[src/rtl/pwm_reg_controller.sv]
// SPI-fed register sequencer for the PWM channels: shadow writes per frame, atomic per-channel
// commit at period boundaries. Define PWM_READBACK_EN to drive active bytes out on TXData.
module pwm_reg_controller #(
    parameter int NUM_CH = 4,
    parameter int ADDR_W = 8
) (
    input  logic                 CLK,
    input  logic                 _RST,
    input  logic                 _CS,
    input  logic                 RXValid,
    input  logic [7:0]           RXData,
    input  logic [NUM_CH-1:0]    PeriodEnd,
    output logic [16*NUM_CH-1:0] SwitchValues,
    output logic [16*NUM_CH-1:0] CountValues,
    output logic [16*NUM_CH-1:0] Prescalers,
    output logic [NUM_CH-1:0]    ChEnable,
    output logic                 AddrErr,
    output logic [7:0]           TXData
);
    localparam int REG_N = 6 * NUM_CH;
    localparam logic [ADDR_W-1:0] LAST_ADDR = ADDR_W'(REG_N - 1);

    typedef enum logic [1:0] {IDLE, ADDR, DATA, ERR} state_t;

    state_t            state;
    state_t            state_next;
    logic [ADDR_W-1:0] addr;
    logic [7:0]        shadow [REG_N];
    logic [7:0]        active [REG_N];
    logic [NUM_CH-1:0] dirty;
    logic [NUM_CH-1:0] pending;
    logic [NUM_CH-1:0] hit_ch;
    logic [NUM_CH-1:0] commit;
    logic              closing;
    logic              addr_ok;
    logic              data_wr;

    assign addr_ok = ({1'b0, RXData} < 9'(REG_N));
    assign closing = _CS && (state != IDLE);
    assign data_wr = (state == DATA) && RXValid;
    // Commits only on a settled idle bus; the frame-closing cycle is excluded because state is not yet IDLE.
    assign commit  = (state == IDLE && _CS) ? (pending & PeriodEnd) : '0;

    always_comb begin
        state_next = state;
        if (_CS) begin
            state_next = IDLE;
        end else begin
            case (state)
                IDLE:    state_next = ADDR;
                ADDR:    if (RXValid) state_next = addr_ok ? DATA : ERR;
                default: state_next = state;
            endcase
        end
    end

    always_comb begin
        hit_ch = '0;
        for (int i = 0; i < REG_N; i++) begin
            if (addr == ADDR_W'(i)) hit_ch[i / 6] = 1'b1;
        end
    end

    always_ff @(posedge CLK or negedge _RST) begin
        if (!_RST) begin
            state    <= IDLE;
            addr     <= '0;
            dirty    <= '0;
            pending  <= '0;
            ChEnable <= '0;
            AddrErr  <= 1'b0;
            for (int i = 0; i < REG_N; i++) begin
                shadow[i] <= 8'h00;
                active[i] <= 8'h00;
            end
        end else begin
            state <= state_next;
            if (state == ADDR && RXValid) begin
                addr    <= ADDR_W'(RXData);
                AddrErr <= !addr_ok;
            end
            if (data_wr) begin
                addr <= (addr == LAST_ADDR) ? '0 : addr + 1'b1;
                for (int i = 0; i < REG_N; i++) begin
                    if (addr == ADDR_W'(i)) shadow[i] <= RXData;
                end
            end
            // A byte landing on the closing edge still joins this frame's pending set.
            if (closing) begin
                pending <= (pending & ~commit) | dirty | (data_wr ? hit_ch : '0);
                dirty   <= '0;
            end else begin
                pending <= pending & ~commit;
                if (data_wr) dirty <= dirty | hit_ch;
            end
            for (int n = 0; n < NUM_CH; n++) begin
                if (commit[n]) begin
                    ChEnable[n] <= 1'b1;
                    for (int b = 0; b < 6; b++) begin
                        active[6*n+b] <= shadow[6*n+b];
                    end
                end
            end
        end
    end

    for (genvar n = 0; n < NUM_CH; n++) begin : g_pack
        assign SwitchValues[16*n +: 16] = {active[6*n],   active[6*n+1]};
        assign CountValues[16*n +: 16]  = {active[6*n+2], active[6*n+3]};
        assign Prescalers[16*n +: 16]   = {active[6*n+4], active[6*n+5]};
    end

`ifdef PWM_READBACK_EN
    always_comb begin
        TXData = 8'h00;
        if (state == DATA) begin
            for (int i = 0; i < REG_N; i++) begin
                if (addr == ADDR_W'(i)) TXData = active[i];
            end
        end
    end
`else
    assign TXData = 8'h00;
`endif

endmodule

[config.mk]
export PLATFORM = sky130hd
export DESIGN_NAME = pwm_reg_controller
export DESIGN_NICKNAME = d
export VERILOG_FILES = /design/src/rtl/pwm_reg_controller.sv
export SDC_FILE = /design/constraint.sdc
export NUM_CORES = 1
export LEC_CHECK = 0
export ABC_AREA = 1
export CORE_ASPECT_RATIO = 0.6
export CORE_MARGIN = 10
export CORE_UTILIZATION = 45
export CTS_CLUSTER_DIAMETER = 150
export DETAILED_ROUTE_END_ITERATION = 16
export PLACE_DENSITY = 0.68
export RECOVER_POWER = 100
export SLEW_MARGIN = 10
export SYNTH_ARGS = -nofsm -noshare
export SYNTH_HDL_FRONTEND = slang
export SYNTH_SLANG_ARGS = --single-unit
[constraint.sdc]
create_clock -name CLK -period 4.5 [get_ports CLK]
set_clock_uncertainty 0.05 [all_clocks]
set_input_delay 0.45 -clock CLK [delete_from_list [all_inputs] [get_ports CLK]]
set_output_delay 0.45 -clock CLK [all_outputs]
set_load 0.005 [all_outputs]
Word level (Yosys, flattened, before mapping)
Index checks and enable logic that the tools add are counted.
Widths: inputs -> output; s select.
{"block": "word_totals", "in_bits": 16, "elab_cells": 163, "regBits": 407}
{"block": "op_classes", "reduce_logical": 36, "mux": 36, "n_eq_ne": 26, "magnitude_cmp": 1, "n_addsub": 1, "bitwise_logic": 6}
{"operator": "$eq 8x4->1 const B", "count": 8}
{"operator": "$eq 8x5->1 const B", "count": 8}
{"operator": "$reduce_and 2->1", "count": 25}
{"operator": "$eq 8x3->1 const B", "count": 4}
{"operator": "$mux 1", "count": 25}
{"operator": "$mux 8", "count": 3}
{"operator": "$mux 4", "count": 5}
{"operator": "$eq 8x2->1 const B", "count": 2}
{"operator": "$or 4x4->4", "count": 3}
{"operator": "$add 8x1->8 const B", "count": 1}
{"operator": "$and 4x4->4", "count": 2}
{"operator": "$eq 8x1->1 const B", "count": 1}
{"operator": "$logic_not 8->1", "count": 1}
{"operator": "$lt 8x5->1 const B", "count": 1}
{"operator": "$reduce_bool 2->1", "count": 3}
{"operator": "$logic_and 1x1->1", "count": 4}
{"operator": "$mux 2", "count": 2}
{"operator": "$not 4->4", "count": 1}
{"operator": "$pmux 2 s2", "count": 1}
{"operator": "$ne 3x3->1 const B", "count": 1}
{"operator": "$reduce_bool 3->1", "count": 1}
{"operator": "$eq 2x1->1 const B", "count": 1}
{"operator": "$eq 2x2->1 const B", "count": 1}
{"operator": "$logic_not 2->1", "count": 1}
{"operator": "$logic_not 1->1", "count": 1}

Longest topological paths before layout
{"block": "logic_depth", "ltp_word": 10, "depth_mapped": 10, "ltp_nobuf": 10}

Worst setup path before layout
No wires, ideal clock.
{"block": "synth_path", "kind": "register to register", "from": "register addr[0]", "to": "register shadow[10] (netlist bit)", "setup_ps": 126, "t_arrival_ps": 1437, "required_ps": 4324, "path_slack_ps": 2887, "period_less_slack_ps": 1613, "path_stages_with_launch": 7, "cell_sequence": "dfrtp_1 -> inv_1 -> ha_1 -> nand3_1 -> nor3_2 -> buf_2 -> o21ai_0"}
{"block": "synth_between", "elab_chain_cells": 2}
{"element": "from (decl)", "line": "27", "rtl": "logic [ADDR_W-1:0] addr;"}
{"element": "from (signal assigned)", "line": "79", "rtl": "addr <= ADDR_W'(RXData);"}
{"element": "from (signal assigned)", "line": "83", "rtl": "addr <= (addr == LAST_ADDR) ? '0 : addr + 1'b1;"}
{"element": "$eq 8x5->1", "line": "85", "rtl": "if (addr == ADDR_W'(i)) shadow[i] <= RXData;"}
{"element": "$reduce_and 2->1 (no source line)"}
{"element": "to (signal, indexed assignment)", "line": "85"}
{"element": "to (decl)", "line": "28", "rtl": "logic [7:0] shadow [REG_N];"}
Every way passes these cells.
A chain may end at the register's enable or synchronous reset.

Worst setup path in the final report
{"block": "layout_path", "from": "input port _CS", "to": "register active, in the netlist Prescalers[46]"}
{"block": "layout_between", "elab_chain_cells": 2}
{"element": "from (decl)", "line": "9", "rtl": "input logic _CS,"}
{"element": "$logic_and 1x1->1", "line": "42", "rtl": "assign commit = (state == IDLE && _CS) ? (pending & PeriodEnd) : '0;"}
{"element": "$mux 4", "line": "42"}
{"element": "to (signal, indexed assignment)", "line": "100", "rtl": "active[6*n+b] <= shadow[6*n+b];"}
{"element": "to (decl)", "line": "29", "rtl": "logic [7:0] active [REG_N];"}
Every way passes these cells.

==> flow_summary.yaml <==
status:
  status: "finished clean"
yosys:
  synth.area.top_cells: "dfrtp_1 66%, mux2_2 13%, o21ai_0 7.1%"
  netlist_top_cells_count: "407 x dfrtp_1, 250 x nand2_1, 220 x o21ai_0"
  synth_most_common_cell: "dfrtp_1"
  synthesis.area_um2: 15450
  ys_seq_area_share_pct: 65.93
  synth_top_area_share_pct: 65.93
  yosys.cell_types.count: 28
  yosys.area.top_type: "dfrtp_1"
  ys_warn_count: 0
  ys_ff_latch: 407
  postSynthAreaPerCell_um2: 11.87
  syn_inst: 1301
  synth-main-ff-cell: "dfrtp_1"
  async_flop_share_pct: 100.0
  synth_edf_count: 0
finish:
  final_area_um2: 19170
  fin_nets: 1520
  syn_to_final_growth_pct: 24.08
  final_util_pct: 56.76
  final.fill_count: 2827
  drive_above_1_share_pct: 16.63
  stdcell_count: 1987
global_route:
  grt_pass1_wl_um: 61310
  grtUsageTotal_pct: 18.37
  grt_max_degree: 108
  grt_pass1_vias: 10350
  antenna_found_initial: 1
  grt-ovfl-total: 0
route:
  drt_iter0_drc: 691
  ant_nets: 0
  dr.pass1.iters: 5
  remaining_drc_errors: 0
  post_drt_wl_per_cell_um: 19.66
  wl_um: 39060
  viasPerCell: 5.073
  vias: 10080
min_path:
  min_path_type: "reg -> reg"
  min_from: "ChEnable[1]$_DFFE_PN0P_"
timing:
  period_share_pct: 73.23
  setup_violations: 0
  finalSetupTns_ns: 0
  slew_headroom_pct: 3.355
  fmax_ghz: 0.3035
  drv_slew: 0
  hold_violations: 0
  rsz0062_at_grt: "false"
  final.min_clock_period_ns: 3.295
  holdWs_ns: 0.4118
  worst_pin_slew_ns: 1.439
  worst_slack_ns: 1.205
floorplanning:
  die_x_um: 259.2
  coreArea_um2: 33770
  rows: 52
  initial_core_util_pct: 45.75
  num_io_pins: 221
  die-area_um2: 42380
  dieHeight_um: 163.5
power_and_ir_drop:
  irDropWorstVdd_v: 0.0004203
  power_mw: 8.034
  p_sw_share_pct: 23.49
  p_leak_nw: 9.796
  clkPwrFrac_pct: 42.6
  p_int_mw: 6.146
  switchingPower_mw: 1.887
  seqPwrFrac_pct: 49.1
  p_comb_share_pct: 8.2
  p_per_area_nw_per_um2: 419.1
place:
  gp_congestion: 0.9016
  placed_area_um2: 17950
  dp.final_hpwl_um: 25780
  dp_cells: 1917
  port_buffers: 212
  place_ws_ns: 1.201
setup_path:
  startpoint: "_CS"
  cp-start-kind: "input pin"
  worstReg2RegStart: "state[1]$_DFFE_PN0P_"
  crit_fanout: 47
  cp-end-kind: "register"
  cp_cell_sequence: "dlygate4sd3_1, inv_1, nor3_1, nand3_1, clkbuf_2, mux2_2"
  crit_required_ns: 4.86
  worst-setup-path-type: "in -> reg"
  slowest_stage: "clkbuf_2"
  arrival_ns: 3.65
  crit_path_max_incr_delay_ns: 0.81
clock_network:
  worstSkewPairLatency_ns: 0.54
  hold_buffers: 1
  cts.htree.levels: 2
  cts_resized: 0
  cts_root_buf: "clkbuf_16"
  cts_setup_buffers: 0
  cts_sinks: 407
  clk_pin_slew_ns: 0.06
  clockBufferDepth: 3
  cts_tree: "built"
  cts_buffers: 39
run:
  maxCapViolations: 0
[cell type report]
type | count | area (um^2) | area share, %
multi-input combinational | 771 | 4633 | 24.17
tap | 459 | 574.3 | 2.996
clock buffer | 49 | 1033 | 5.392
antenna | 1 | 2.502 | 0.01306
inverter | 53 | 198.9 | 1.038
clock inverter | 19 | 284.0 | 1.482
sequential | 407 | 10180 | 53.14
timing repair buffer | 228 | 2256 | 11.77
[power by group through the flow]
stage          Sequential (mW)  Clock, mW  Combinational, mW
2_1_floorplan             3.99          0              0.320
3_3_place_gp              4.01          0              0.701
5_1_grt                   3.96       3.64              0.743
3_5_place_dp              4.01          0              0.717
6_report                  3.95       3.43              0.662
4_1_cts                   3.95       3.50              0.720
[cells by family after synthesis]
logic type | share of synthesized area (%)
multiplexers | 12.83
AND/OR/NAND/NOR | 9.218
buffers and inverters | 3.734
adder cells (fa/ha/maj) | 0.3240
AO/OA/AOI/OAI | 7.881
XOR/XNOR | 0.05671
other | 0.02428
flip-flops | 65.93
[placed cells by master, fill, tap and decap left out, types with 12 or more instances in the layout]
cell,count
nor2_1,40
mux2_2,176
o21ai_0,223
clkdlybuf4s50_1,12
clkbuf_16,39
nand2_1,265
nand3_1,25
dlygate4sd3_1,200
dfrtp_1,407
inv_1,52
[metal layers]
layer	global-route usage, %	wire, um
met1	25.42	18080
met2	28.87	17980
met3	4.716	2478
met4	3.813	512
met5	0	13
[critical path, delay by kind of cell]
family / cells / cell delay [ns]
muxes: 1 / 0.56
and+or+nand+nor: 2 / 1.16
buffers and inverters: 3 / 1.45
[state kept, by name (all words and copies together), names as in the netlist]
name	flops
AddrErr	1
ChEnable	4
CountValues	64
Prescalers	64
SwitchValues	64
addr	8
dirty	4
pending	4
shadow	192
state	2
[final timing paths]
path | endpoint | slack [ns] | depth (start not counted)
min | ChEnable[1]$_DFFE_PN0P_ | 0.41 | 2
max reg2reg | Prescalers[46]$_DFFE_PN0P_ | 1.28 | 4
max in group asynchronous | SwitchValues[50]$_DFFE_PN0P_ | 2.48 | 3
max | Prescalers[46]$_DFFE_PN0P_ | 1.20 | 6
min reg2reg | ChEnable[1]$_DFFE_PN0P_ | 0.41 | 2
min in group asynchronous | Prescalers[48]$_DFFE_PN0P_ | 0.54 | 2
(Power assumes the default switching activity.)
